File: src/rtl/fetch_queue_pkg.sv
// fetch_queue_pkg: shared state encoding and constants for the fetch front end
package fetch_queue_pkg;
  typedef enum logic {FQ_RUN = 1'b0, FQ_FLUSH = 1'b1} fq_state_e;
  localparam logic [31:0] NOP_INSTR = 32'h0000_0013;
  localparam logic [31:0] WORD_MASK = 32'hFFFF_FFFC;
endpackage

File: src/rtl/fq_fifo.sv
// fq_fifo: synchronous in-order instruction buffer with clear priority
module fq_fifo #(
  parameter int DEPTH = 4,
  parameter int W = 64
) (
  input  logic                     i_clk,
  input  logic                     i_rstn,
  input  logic                     push,
  input  logic                     pop,
  input  logic                     clear,
  input  logic [W-1:0]             din,
  output logic [W-1:0]             dout,
  output logic [$clog2(DEPTH):0]   count,
  output logic                     empty,
  output logic                     full
);
  localparam int AW = $clog2(DEPTH);
  logic [W-1:0] mem [DEPTH];
  logic [AW-1:0] wr_ptr, rd_ptr;
  logic pop_ok;
  assign empty = count == '0;
  assign full = count == (AW+1)'(DEPTH);
  assign pop_ok = pop && !empty;
  assign dout = mem[rd_ptr];
  // pointers and occupancy; clear wins over push/pop
  always_ff @(posedge i_clk or negedge i_rstn) begin
    if (!i_rstn) begin
      wr_ptr <= '0;
      rd_ptr <= '0;
      count <= '0;
    end else if (clear) begin
      wr_ptr <= '0;
      rd_ptr <= '0;
      count <= '0;
    end else begin
      if (push) wr_ptr <= wr_ptr + 1'b1;
      if (pop_ok) rd_ptr <= rd_ptr + 1'b1;
      count <= count + (AW+1)'(push) - (AW+1)'(pop_ok);
    end
  end
  // storage write, no reset needed on data
  always_ff @(posedge i_clk) begin
    if (push && !clear) mem[wr_ptr] <= din;
  end
  // the credit scheme upstream must never let a push land on a full buffer
  always_ff @(posedge i_clk) begin
    assert (!i_rstn || clear || !(push && full));
  end
endmodule

File: src/rtl/fetch_queue.sv
// fetch_queue: PC owner, credit-limited imem fetch, in-order delivery to the decoder
module fetch_queue
  import fetch_queue_pkg::*;
#(
  parameter int DEPTH = 4,
  parameter logic [31:0] RESET_PC = 32'h0000_0000,
  parameter int TAG_W = 4
) (
  input  logic             i_clk,
  input  logic             i_rstn,
  output logic             o_imem_req,
  output logic [31:0]      o_imem_addr,
  input  logic             i_imem_gnt,
  input  logic             i_imem_rvalid,
  input  logic [31:0]      i_imem_rdata,
  input  logic             i_redirect,
  input  logic [31:0]      i_redirect_pc,
  input  logic             i_stall,
  output logic             o_en,
  output logic [31:0]      o_next_pc,
  output logic [31:0]      o_instr,
  output logic [TAG_W-1:0] o_tag
);
  localparam int CW = $clog2(DEPTH) + 1;
  fq_state_e state, state_n;
  logic [31:0] pc, resp_npc;
  logic [CW-1:0] outstanding, discard, count, outstanding_n, discard_n;
  logic [CW+1:0] inflight;
  logic [TAG_W-1:0] tag;
  logic [63:0] dout;
  logic empty, full, accept, disc_rv, push, pop;
  fq_fifo #(.DEPTH(DEPTH), .W(64)) u_fifo (
    .i_clk(i_clk),
    .i_rstn(i_rstn),
    .push(push),
    .pop(pop),
    .clear(i_redirect),
    .din({resp_npc, i_imem_rdata}),
    .dout(dout),
    .count(count),
    .empty(empty),
    .full(full)
  );
  // outstanding fetches are contiguous words ending just below pc, so the oldest one's address is recoverable
  assign resp_npc = pc - (32'(outstanding) << 2) + 32'd4;
  assign o_imem_addr = pc;
  // next-state, credit check and counter arithmetic
  always_comb begin
    inflight = (CW+2)'(count) + (CW+2)'(outstanding) + (CW+2)'(discard);
    o_imem_req = i_rstn && state == FQ_RUN && inflight < (CW+2)'(DEPTH);
    accept = o_imem_req && i_imem_gnt;
    disc_rv = i_imem_rvalid && discard != '0;
    push = i_imem_rvalid && !disc_rv && !i_redirect;
    pop = !empty && !i_stall && !i_redirect;
    outstanding_n = i_redirect ? '0 : outstanding + CW'(accept) - CW'(push);
    discard_n = i_redirect ? discard + outstanding + CW'(accept) - CW'(i_imem_rvalid) : discard - CW'(disc_rv);
    state_n = discard_n != '0 ? FQ_FLUSH : FQ_RUN;
  end
  // state register
  always_ff @(posedge i_clk or negedge i_rstn) begin
    if (!i_rstn) state <= FQ_RUN;
    else state <= state_n;
  end
  // pc and fetch accounting
  always_ff @(posedge i_clk or negedge i_rstn) begin
    if (!i_rstn) begin
      pc <= RESET_PC;
      outstanding <= '0;
      discard <= '0;
    end else begin
      pc <= i_redirect ? i_redirect_pc & WORD_MASK : accept ? pc + 32'd4 : pc;
      outstanding <= outstanding_n;
      discard <= discard_n;
    end
  end
  // decoder-facing registers; data holds when nothing is popped
  always_ff @(posedge i_clk or negedge i_rstn) begin
    if (!i_rstn) begin
      o_en <= 1'b0;
      o_next_pc <= '0;
      o_instr <= '0;
      o_tag <= '0;
      tag <= '0;
    end else begin
      o_en <= pop;
      if (pop) begin
        o_next_pc <= dout[63:32];
        o_instr <= dout[31:0];
        o_tag <= tag;
        tag <= tag + 1'b1;
      end
    end
  end
endmodule

File: config.mk
export PLATFORM = sky130hd
export DESIGN_NAME = fetch_queue
export DESIGN_NICKNAME = d
export VERILOG_FILES = /design/src/rtl/fetch_queue_pkg.sv /design/src/rtl/fq_fifo.sv /design/src/rtl/fetch_queue.sv
export SDC_FILE = /design/constraint.sdc
export NUM_CORES = 1
export LEC_CHECK = 0
export ABC_AREA = 1
export BUFFER_PORTS_ARGS = -buffer_cell sky130_fd_sc_hd__buf_4
export CORE_MARGIN = 2
export CORE_UTILIZATION = 50
export CTS_BUF_LIST = sky130_fd_sc_hd__clkbuf_4
export CTS_CLUSTER_DIAMETER = 40
export DETAILED_ROUTE_END_ITERATION = 16
export PLACE_DENSITY = 0.75
export SLEW_MARGIN = 20
export SYNTH_ARGS = -nofsm -noshare
export SYNTH_HDL_FRONTEND = slang
export SYNTH_SLANG_ARGS = --single-unit
File: constraint.sdc
create_clock -name i_clk -period 5.4 [get_ports i_clk]
set_input_delay 1.08 -clock i_clk [delete_from_list [all_inputs] [get_ports i_clk]]
set_output_delay 1.08 -clock i_clk [all_outputs]
set_load 0.02 [all_outputs]
==> results.md, run 1 <==
Die:
- The total area inside the core boundary comes to between 0.03 and 0.04 mm².
- The initial utilization of the core area, before any placement, comes to 51.0%.
- The die is between 150 and 200 µm wide.
- The number of placement rows is 68.
- The floorplan step defined a die boundary enclosing 0.0369 mm².
- During I/O placement, the number of pins put on the boundary was roughly 170.
- The die span in y is a little under 200 µm.

Routing:
- The final route contains 13.3k vias.
- Dividing the detail-routed via count by the number of cells gives 5.11.
- The total length of routed wires is 41000 µm.
- Dividing the detail-routed wire length by the instance count gives 15.8 µm.
- In the routed design, unresolved DRC markers number 0.
- The final antenna-violating net count is 0.
- The iteration-0 DRC count of the detailed router is 909.
- The number of optimization iterations in the first detailed-route pass is 5.

Timing:
- The max-slew violation total from the final report is 0.
- For the final routed database, the setup TNS stands at 0 ns.
- Measured against its own limit, the worst slew margin works out to roughly a third.
- The number of failing hold endpoints at the final stage is 0.
- Final hold analysis gives a worst-case slack of 0.281 ns.
- At the pin with the least slew margin, the transition time is just under 1 ns.
- Based on the critical path, the design can be clocked at up to between 200 and 250 MHz.
- Setup violations remaining at the end of the flow were counted as 0.
- The part of the cycle the worst path needs is 76.7%.
- The time the worst path needs with I/O delays and setup is ~4.1 ns.
- For the final database, setup skew stands at about 0.064 ns.
- Setup repair after global routing left no endpoint under its margin.

Setup path:
- The cell class contributing the biggest share of worst-path delay is adder cells.
- Counting both buffers and inverters, the worst setup path holds a total of 3.
- The required time at the endpoint of the critical path is roughly 4.3 ns.
- Walking the worst path, the cells encountered are inv_1 > fa_1 > a21oi_1 > fa_1 > a211oi_4 > nand2_1 > inv_1 > buf_4.
- The startpoint type of the worst setup path is a register.
- The worst setup path is captured at an output port.
- For this run, the slowest stage of the critical path takes about 0.52 ns.
- The slowest stage of the critical path belongs to the cell sky130_fd_sc_hd__fa_1.
- Data on the critical path arrives at its endpoint at between 3 and 4 ns.
- Of all nets on the critical path, the largest fanout is 3.
- The critical path in this run is classified as register to output port.

Logic synthesis:
- The cell count after synthesis came out at 1862.
- The share of the yosys chip area belonging to registers is about three fifths.
- Summing the areas of all compound-gate instances in the mapped netlist gives ~7.9% of the synthesized area.
- sky130_fd_sc_hd__edfxtp_1 takes more of the synthesized area than any other cell.
- The synthesis-stage register bit count is ~360.
- After synthesis, the mean cell area works out to between 9 and 10 µm².
- In the synthesized netlist, the cells that appear most often are 575 x sky130_fd_sc_hd__nand2_1, 248 x sky130_fd_sc_hd__edfxtp_1, 209 x sky130_fd_sc_hd__nor2_1.
- In the synthesized netlist, mux cells make up 0% of the area.
- The main combinational cell family by area after synthesis is simple AND/OR/NAND/NOR gates.
- During synthesis, Yosys emitted a total of 0 warnings.
- Summing every instance area after synthesis gives roughly 0.018 mm².
- Of the total synthesized cell area, the portion taken by AND, OR, NAND and NOR gates is between 10% and 20%.
- The synthesized netlist devotes roughly 6.1% of its cell area to adder and majority cells.
- The xor-xnor portion of the synthesized cell area is under 10%.
- Sorting the synthesized cells by area gives the leading types as sky130_fd_sc_hd__edfxtp_1 42%, sky130_fd_sc_hd__dfrtp_1 16%, sky130_fd_sc_hd__nand2_1 12%, sky130_fd_sc_hd__ha_1 5.2%, sky130_fd_sc_hd__o21ai_0 4.4%.
- The most common cell in the synthesized netlist is sky130_fd_sc_hd__nand2_1.
- Of the post-synthesis cell area, the dominant cell type holds about 42%.
- The number of different library cells in the post-synthesis netlist is 38.
- The number of flops mapped to enable cells by yosys is about 250.
- The dominant register cell in the synthesized netlist is sky130_fd_sc_hd__edfxtp_1.
- The proportion of register bits with asynchronous set or reset after synthesis is 31.7%.

Layout:
- The final cell count without fillers is between 2k and 3k.
- The area overhead of the layout relative to synthesis is 15.4%.
- After the last flow step, the layout net total stands at ~2.2k.
- The post-route netlist has roughly 17% of its cells at a drive strength greater than 1.
- The design area is 0.0204 mm².

Outcome:
- The flow ran to the end, and the final reports show no timing, DRC or antenna violations.

Placement:
- The HPWL reported at the end of detailed placement is approximately 26000 µm.
- The post-placement cell area is 0.0193 mm².
- The count of port buffers added during placement is between 150 and 200.
- At the end of routability-driven placement, the weighted congestion stood at between 0.9 and 1.
- In this run, placement finished with an instance count of 2425.

CTS:
- The buffer count from post-CTS setup fixing is 0.
- The later-pin clock latency in the skew report is ~0.78 ns.
- The root buffer cell is sky130_fd_sc_hd__clkbuf_4.
- CTS built an H-tree with a depth of 3.
- Clock tree synthesis found a total of between 300 and 400 sinks.
- The clock passes through at most 3 buffers.
- The number of buffers created by CTS is 90.
- The TritonCTS clock tree is built.
- Hold repair after CTS inserted 0 buffers.
- The count of cells resized by post-cts repair is 0.
- The clock-pin slew on the worst setup and hold paths is around 0.070 ns.

Power:
- The fraction of power spent switching nets is around two fifths.
- The switching power summed over all nets is between 0.003 and 0.004 W.
- Cell internal power was estimated by the tool at a little over 0.006 W.
- The share of power burned in combinational logic is between 30% and 40%.
- The maximum vdd ir drop is slightly below 0.3 mV.
- The part of the power in the clock network is a little under a quarter.
- Power spread over the standard cell area amounts to 489 mW/mm².
- Of the total power, registers draw about two fifths.
- In this run the static leakage power is just over 9 nW.

Global route:
- Global routing consumed, over all layers together, between 20% and 30% of the routing resources.
- The via count of the first global-routing pass was roughly 13k.
- The number of antenna violations at the first check in global routing is 1.
- Entering global routing, the biggest net connects just over 80 pins.
- The overall overflow remaining after global route is 0.
- The wire length of the first global-routing pass is approximately 65000 µm.

Flow run:
- Across the run, the number of max-cap violations was 0.

Hold path:
- The worst hold path belongs to the class input pin to asynchronous set/reset pin.
cell type report:
class | instances | area, µm²
diodes | 1 | 2.50
clock buffers | 128 | 961
clock inverters | 40 | 205
fillers | 2943 | 14300
inverters | 175 | 662
multi-input cells | 1255 | 6370
flip-flops and latches | 363 | 10300
well taps | 455 | 569
repair buffers | 177 | 1330
flip-flops by register name (all words and copies together) (netlist names), 3 cells and up:
register      count
o_tag             4
o_next_pc        30
tag               4
discard           3
o_instr          32
u_fifo.count      3
o_imem_addr      30
outstanding       3
u_fifo.mem      248
per-layer routing:
| metal | GRT usage, % | share of wire (%) |
|---|---|---|
| met5 | 0 | 0 |
| met4 | 7.87 | 1.8 |
| met3 | 4.18 | 7.4 |
| met2 | 38.3 | 48 |
| met1 | 29.3 | 43 |
cell families (layout without fill, tap and decap cells):
family          Yosys count  in the layout
compound gates          258            258
buf+inv                 247            520
other cells               1              5
xor+xnor                 43             43
simple gates            868            868
fa+ha+maj                82             82
flops                   363            363
worst register-to-register path: stages, from the launching register on:
cell                       delay (ns)
sky130_fd_sc_hd__dfrtp_1         0.42
sky130_fd_sc_hd__inv_1           0.17
sky130_fd_sc_hd__fa_1            0.52
sky130_fd_sc_hd__a21oi_1         0.17
sky130_fd_sc_hd__fa_1            0.47
sky130_fd_sc_hd__a211oi_4        0.29
sky130_fd_sc_hd__nand3_4         0.18
sky130_fd_sc_hd__inv_1           0.11
sky130_fd_sc_hd__fa_1            0.18
sky130_fd_sc_hd__fa_1            0.41
sky130_fd_sc_hd__nand2_1         0.07
sky130_fd_sc_hd__o21ai_0         0.11
sky130_fd_sc_hd__nor2_1          0.13
sky130_fd_sc_hd__nand3_1         0.10
metrics by stage:
step | utilization, % | power, W | setup slack (ns)
3_5_place_dp | 55.5 | 0.00777 | 1.89
2_1_floorplan | - | 0.00653 | 0.734
4_1_cts | 58.8 | 0.0101 | 1.16
6_report | 58.8 | 0.00999 | 1.26
5_1_grt | 58.8 | 0.0107 | 1.09
3_3_place_gp | 55.5 | 0.00765 | 1.95
cells in the final DEF, fill, tap and decap left out, types with 2 or more instances in the layout:
| cell | netlist | layout |
|---|---|---|
| sky130_fd_sc_hd__a21oi_1 | 21 | 21 |
| sky130_fd_sc_hd__buf_4 | 15 | 177 |
| sky130_fd_sc_hd__clkbuf_4 | 0 | 128 |
| sky130_fd_sc_hd__clkinv_1 | 1 | 28 |
| sky130_fd_sc_hd__clkinv_2 | 0 | 5 |
| sky130_fd_sc_hd__clkinvlp_4 | 0 | 2 |
| sky130_fd_sc_hd__conb_1 | 1 | 4 |
| sky130_fd_sc_hd__dfrtp_1 | 115 | 114 |
| sky130_fd_sc_hd__edfxtp_1 | 248 | 248 |
| sky130_fd_sc_hd__fa_1 | 8 | 8 |
| sky130_fd_sc_hd__ha_1 | 74 | 74 |
| sky130_fd_sc_hd__inv_1 | 170 | 170 |
| sky130_fd_sc_hd__inv_2 | 3 | 5 |
| sky130_fd_sc_hd__inv_6 | 1 | 3 |
| sky130_fd_sc_hd__nand2_1 | 575 | 575 |
| sky130_fd_sc_hd__nand2_2 | 15 | 15 |
| sky130_fd_sc_hd__nand3_1 | 48 | 48 |
| sky130_fd_sc_hd__nand3_4 | 2 | 2 |
| sky130_fd_sc_hd__nand4_1 | 10 | 10 |
| sky130_fd_sc_hd__nor2_1 | 209 | 205 |
| sky130_fd_sc_hd__nor2_2 | 3 | 3 |
| sky130_fd_sc_hd__nor2_4 | 2 | 6 |
| sky130_fd_sc_hd__o21ai_0 | 157 | 157 |
| sky130_fd_sc_hd__o21ai_1 | 10 | 10 |
| sky130_fd_sc_hd__o21bai_1 | 4 | 4 |
| sky130_fd_sc_hd__o22ai_1 | 62 | 62 |
| sky130_fd_sc_hd__xnor2_1 | 4 | 4 |
| sky130_fd_sc_hd__xor2_1 | 39 | 39 |
path summary, 6_finish.rpt:
path | to | depth (start not counted) | slack [ns] | start
setup / recovery | o_imem_req | 8 | 1.26 | outstanding[1]
hold / removal | o_instr[8] | 1 | 0.28 | i_rstn
setup reg to reg | state | 13 | 1.92 | outstanding[1]
hold reg to reg | tag[3] | 1 | 0.47 | tag[3]
max in group asynchronous | o_imem_addr[31] | 3 | 3.44 | i_rstn
min in group i_clk | tag[3] | 1 | 0.47 | tag[3]
power groups by stage:
stage	sequential (W)	combinational (W)	clock [W]
after global placement	0.00404	0.00361	0
after detailed placement	0.00406	0.00372	0
after CTS	0.00400	0.00374	0.00232
after floorplan	0.00427	0.00225	0
after global routing	0.00406	0.00419	0.00246
final	0.00401	0.00373	0.00226
Note: power is estimated with default switching activity, not from simulation.
==> run 2: changes to the inputs <==
==> constraint.sdc (replaced) <==
create_clock -name i_clk -period 4.3 [get_ports i_clk]
set_input_delay 0.86 -clock i_clk [delete_from_list [all_inputs] [get_ports i_clk]]
set_output_delay 0.86 -clock i_clk [all_outputs]
set_load 0.02 [all_outputs]
==> run 2 against run 1 <==
Compared with the run above:
- clock power up 40%
- register-to-register slack worse by 1.1 ns
- sequential share of layout area is 0.59 points lower
- critical path type unchanged
- non-clock buffer count increased by 3
- die area is the same
- cell count increased by 0.58%
- first-iteration DRC count shrank 3.5%
- power grew 29%
- largest cell class unchanged
- count of clock-buffer cells in the layout increased by 15
==> results.md, run 2 (synthesis results as in run 1) <==
Setup path:
- The path length in cells of the critical path is 8 (unchanged).
- The worst-path cell with the longest stage delay is sky130_fd_sc_hd__fa_1.
- The path type of the worst setup path is register to output port.
- The path depth of the worst reg2reg path is 13 (unchanged).
- The type of destination of the critical path is an output port.
- The required time at the endpoint of the critical path came to 3.44 ns (-0.88 ns).
- The arrival time reported for the critical path endpoint was 3.08 ns (+0.02 ns).
- Walking the worst path, the cells encountered are inv_1 > fa_1 > a21oi_1 > fa_1 > a211oi_4 > nand2_1 > inv_1 > buf_4.
- The worst stage delay on the critical path came to 0.51 ns (about the same).
- The worst setup path is launched from a register.
- The cell class contributing the biggest share of worst-path delay is adder cells.
- The sum of buffers and inverters on the critical path is 3 (unchanged).
- The peak fanout along the critical path is 3 (unchanged).

Timing:
- The worst hold slack across all endpoints is 0.284 ns (+0.00244 ns).
- The number of failing hold endpoints at the final stage was 0 (unchanged).
- The transition time at the pin with the least slew margin is 0.777 ns (-0.204 ns).
- The setup skew after layout is 0.0539 ns (-0.0104 ns).
- The worst max-slew margin expressed relative to the limit is 48.2% (+14 points).
- The worst path uses 91.5% of the clock period.
- The worst path setup slack after routing is 0.364 ns (-0.895 ns).
- After layout, the minimum clock period comes to 3.94 ns.
- Setup repair after global routing left no endpoint under its margin.
- The highest clock rate is 254 MHz.
- The number of setup violations in the final report came to 0 (unchanged).
- The max-slew violation total from the final report is 0 (unchanged).

Routing:
- The number of design rule violations left after detail routing is 0 (unchanged).
- The iteration-0 DRC count of the detailed router came to 877 (-3.5%).
- The routed length per instance was 16.1 µm (+1.8%).
- The overall via count from detail_route came to 13.6k (+2.3%).
- The number of optimization iterations in the first detailed-route pass is 5 (unchanged).
- The per-cell via count in the routed design is 5.20 (+1.7%).
- The total length of routed wires is 42000 µm (+2.3%).
- The final antenna-violating net count is 0 (unchanged).

Global route:
- The number of antenna violations at the first check in global routing is 1 (unchanged).
- The global-route usage over all layers is 23.0% (+0.34 points).
- The maximum number of pins on one net before global-route repair is 73 (-12%).
- The via count of the first global-routing pass was 13.6k (+4.0%).
- The overall overflow remaining after global route is 0 (unchanged).
- The wire length of the first global-routing pass came to 66300 µm (+1.9%).

Layout:
- The area occupied by registers is 0.0103 mm² (unchanged).
- In the final layout, the registers with the most flip-flops are u_fifo.mem x248, o_instr x32.
- Counting flops per register, the top entry is u_fifo.mem.
- The top cell types in the final layout, fill and taps aside, are 575 x sky130_fd_sc_hd__nand2_1, 248 x sky130_fd_sc_hd__edfxtp_1, 205 x sky130_fd_sc_hd__nor2_1.
- The footprint of the multi-input gates is 0.00637 mm² (unchanged).
- The library cell used most frequently in the layout, excluding fill and tap cells, is sky130_fd_sc_hd__nand2_1.
- The share of layout cells above drive strength 1 was 17.4% (+0.86 points).
- The flip-flop count of the largest register after layout is 248 (unchanged).
- The total number of nets in the final design is 2223 (+0.41%).
- The share of the core filled with cells in the final layout is 59.5% (+0.70 points).
- The final-layout fill cell count came to 2954 (+0.37%).
- The area overhead of the layout relative to synthesis is 16.8%.

Die:
- The core outline area is 0.0347 mm² (unchanged).
- The starting density of the core is 51.0% (unchanged).
- The number of placement rows was 68 (unchanged).
- The full die area is 0.0369 mm² (unchanged).
- The die span in y came to 192 µm (unchanged).
- The chip width is 192 µm (unchanged).
- The number of top-level pins was 172 (unchanged).

CTS:
- The maximum clock insertion buffer count was 3 (unchanged).
- The clock-pin slew on the worst setup and hold paths is 0.07 ns (about the same).
- The later-pin clock latency in the skew report is 0.78 ns (about the same).
- The root buffer cell is sky130_fd_sc_hd__clkbuf_4.
- The sink count of the clock tree is 363 (unchanged).
- TritonCTS built the clock tree.
- The number of buffers added to fix hold violations after cts is 0 (unchanged).
- The count of cells resized by post-cts repair was 0 (unchanged).
- The buffer count from post-CTS setup fixing is 0 (unchanged).
- The depth of the CTS H-tree is 3 (unchanged).
- The number of buffers created by CTS is 96 (+6.7%).

Power:
- The power density over cell area is 626 mW/mm² (+28%).
- The overall power of the completed layout is 0.0129 W (+29%).
- The leakage component of the power is 9.37 nW (+1.3%).
- The maximum vdd ir drop is 0.309 mV (+5.8%).

Placement:
- The final weighted congestion in routability-driven placement is 0.947 (+0.29%).
- The worst slack at placement came to 0.793 ns (-1.09 ns).
- The HPWL reported at the end of detailed placement is 27300 µm (+4.2%).
- The count of port buffers added during placement is 165 (unchanged).

Outcome:
- The flow ran to the end, and the final reports show no timing, DRC or antenna violations.

Flow run:
- The max-cap check violation count is 0 (unchanged).

Hold path:
- The min-delay analysis places its worst path in the category input pin to register.
- Counting instances, the worst hold path has a depth of 1.
[run 2: cell count changes in the layout (fill, tap and decap cells not counted), moves of 2 or more]
cell | before | now
sky130_fd_sc_hd__clkbuf_4 | 128 | 143
sky130_fd_sc_hd__clkinv_1 | 28 | 22
sky130_fd_sc_hd__buf_12 | 0 | 5
sky130_fd_sc_hd__buf_4 | 177 | 175
sky130_fd_sc_hd__bufinv_16 | 1 | 3
sky130_fd_sc_hd__clkinv_2 | 5 | 7
[run 2: layout make-up]
cell class                 count  area share, %
timing repair buffer         180           6.84
clock inverter                37           1.21
tap                          455           2.75
multi-input combinational   1255           30.8
clock buffer                 143           5.19
sequential                   363           50.0
antenna                        1         0.0121
inverter                     175           3.20
[run 2: through the flow]
stage / TNS (ns) / instance area, µm² / instances
after floorplan: -36.28 / 17700 / 1865
after global placement: 0 / 19300 / 2428
after detailed placement: 0 / 19300 / 2428
after CTS: 0 / 20700 / 2608
after global routing: 0 / 20700 / 2609
final: 0 / 20700 / 2609
[run 2: worst reg2reg max path, cell delays in order (launching register included)]
cell and delay, ns:
sky130_fd_sc_hd__dfrtp_1 0.43, sky130_fd_sc_hd__inv_1 0.17, sky130_fd_sc_hd__fa_1 0.51, sky130_fd_sc_hd__a21oi_1 0.19
sky130_fd_sc_hd__fa_1 0.48, sky130_fd_sc_hd__a211oi_4 0.29, sky130_fd_sc_hd__nand3_4 0.17, sky130_fd_sc_hd__ha_1 0.31
sky130_fd_sc_hd__inv_1 0.06, sky130_fd_sc_hd__ha_1 0.13, sky130_fd_sc_hd__inv_1 0.05, sky130_fd_sc_hd__fa_1 0.37
sky130_fd_sc_hd__xor2_1 0.16, sky130_fd_sc_hd__nor2_1 0.05
[run 2: final timing paths]
check                                  from                 to  slack, ns
max                          outstanding[1]         o_imem_req       0.36
min                        i_imem_rdata[19]  u_fifo.mem[3][19]       0.28
max reg2reg                  outstanding[1]     outstanding[2]       0.83
min reg2reg                     o_instr[11]        o_instr[11]       0.48
max in group asynchronous            i_rstn     o_imem_addr[6]       2.94
min in group asynchronous            i_rstn        o_instr[21]       0.29
[run 2: routing by layer]
metal | vias to the layer above | part of all wire, % | GRT usage [%]
met5 | - | 0 | 0
met4 | 0 | 2.6 | 9.69
met2 | 478 | 46 | 38.6
met1 | 6417 | 44 | 29.2
li1 | 6596 | - | -
met3 | 72 | 7.2 | 4.37
[run 2: power by group]
group	internal [W]	switching, W	total, W
registers	0.00459	0.000438	0.00503
clock network	0.00172	0.00144	0.00316
logic	0.00162	0.00313	0.00474
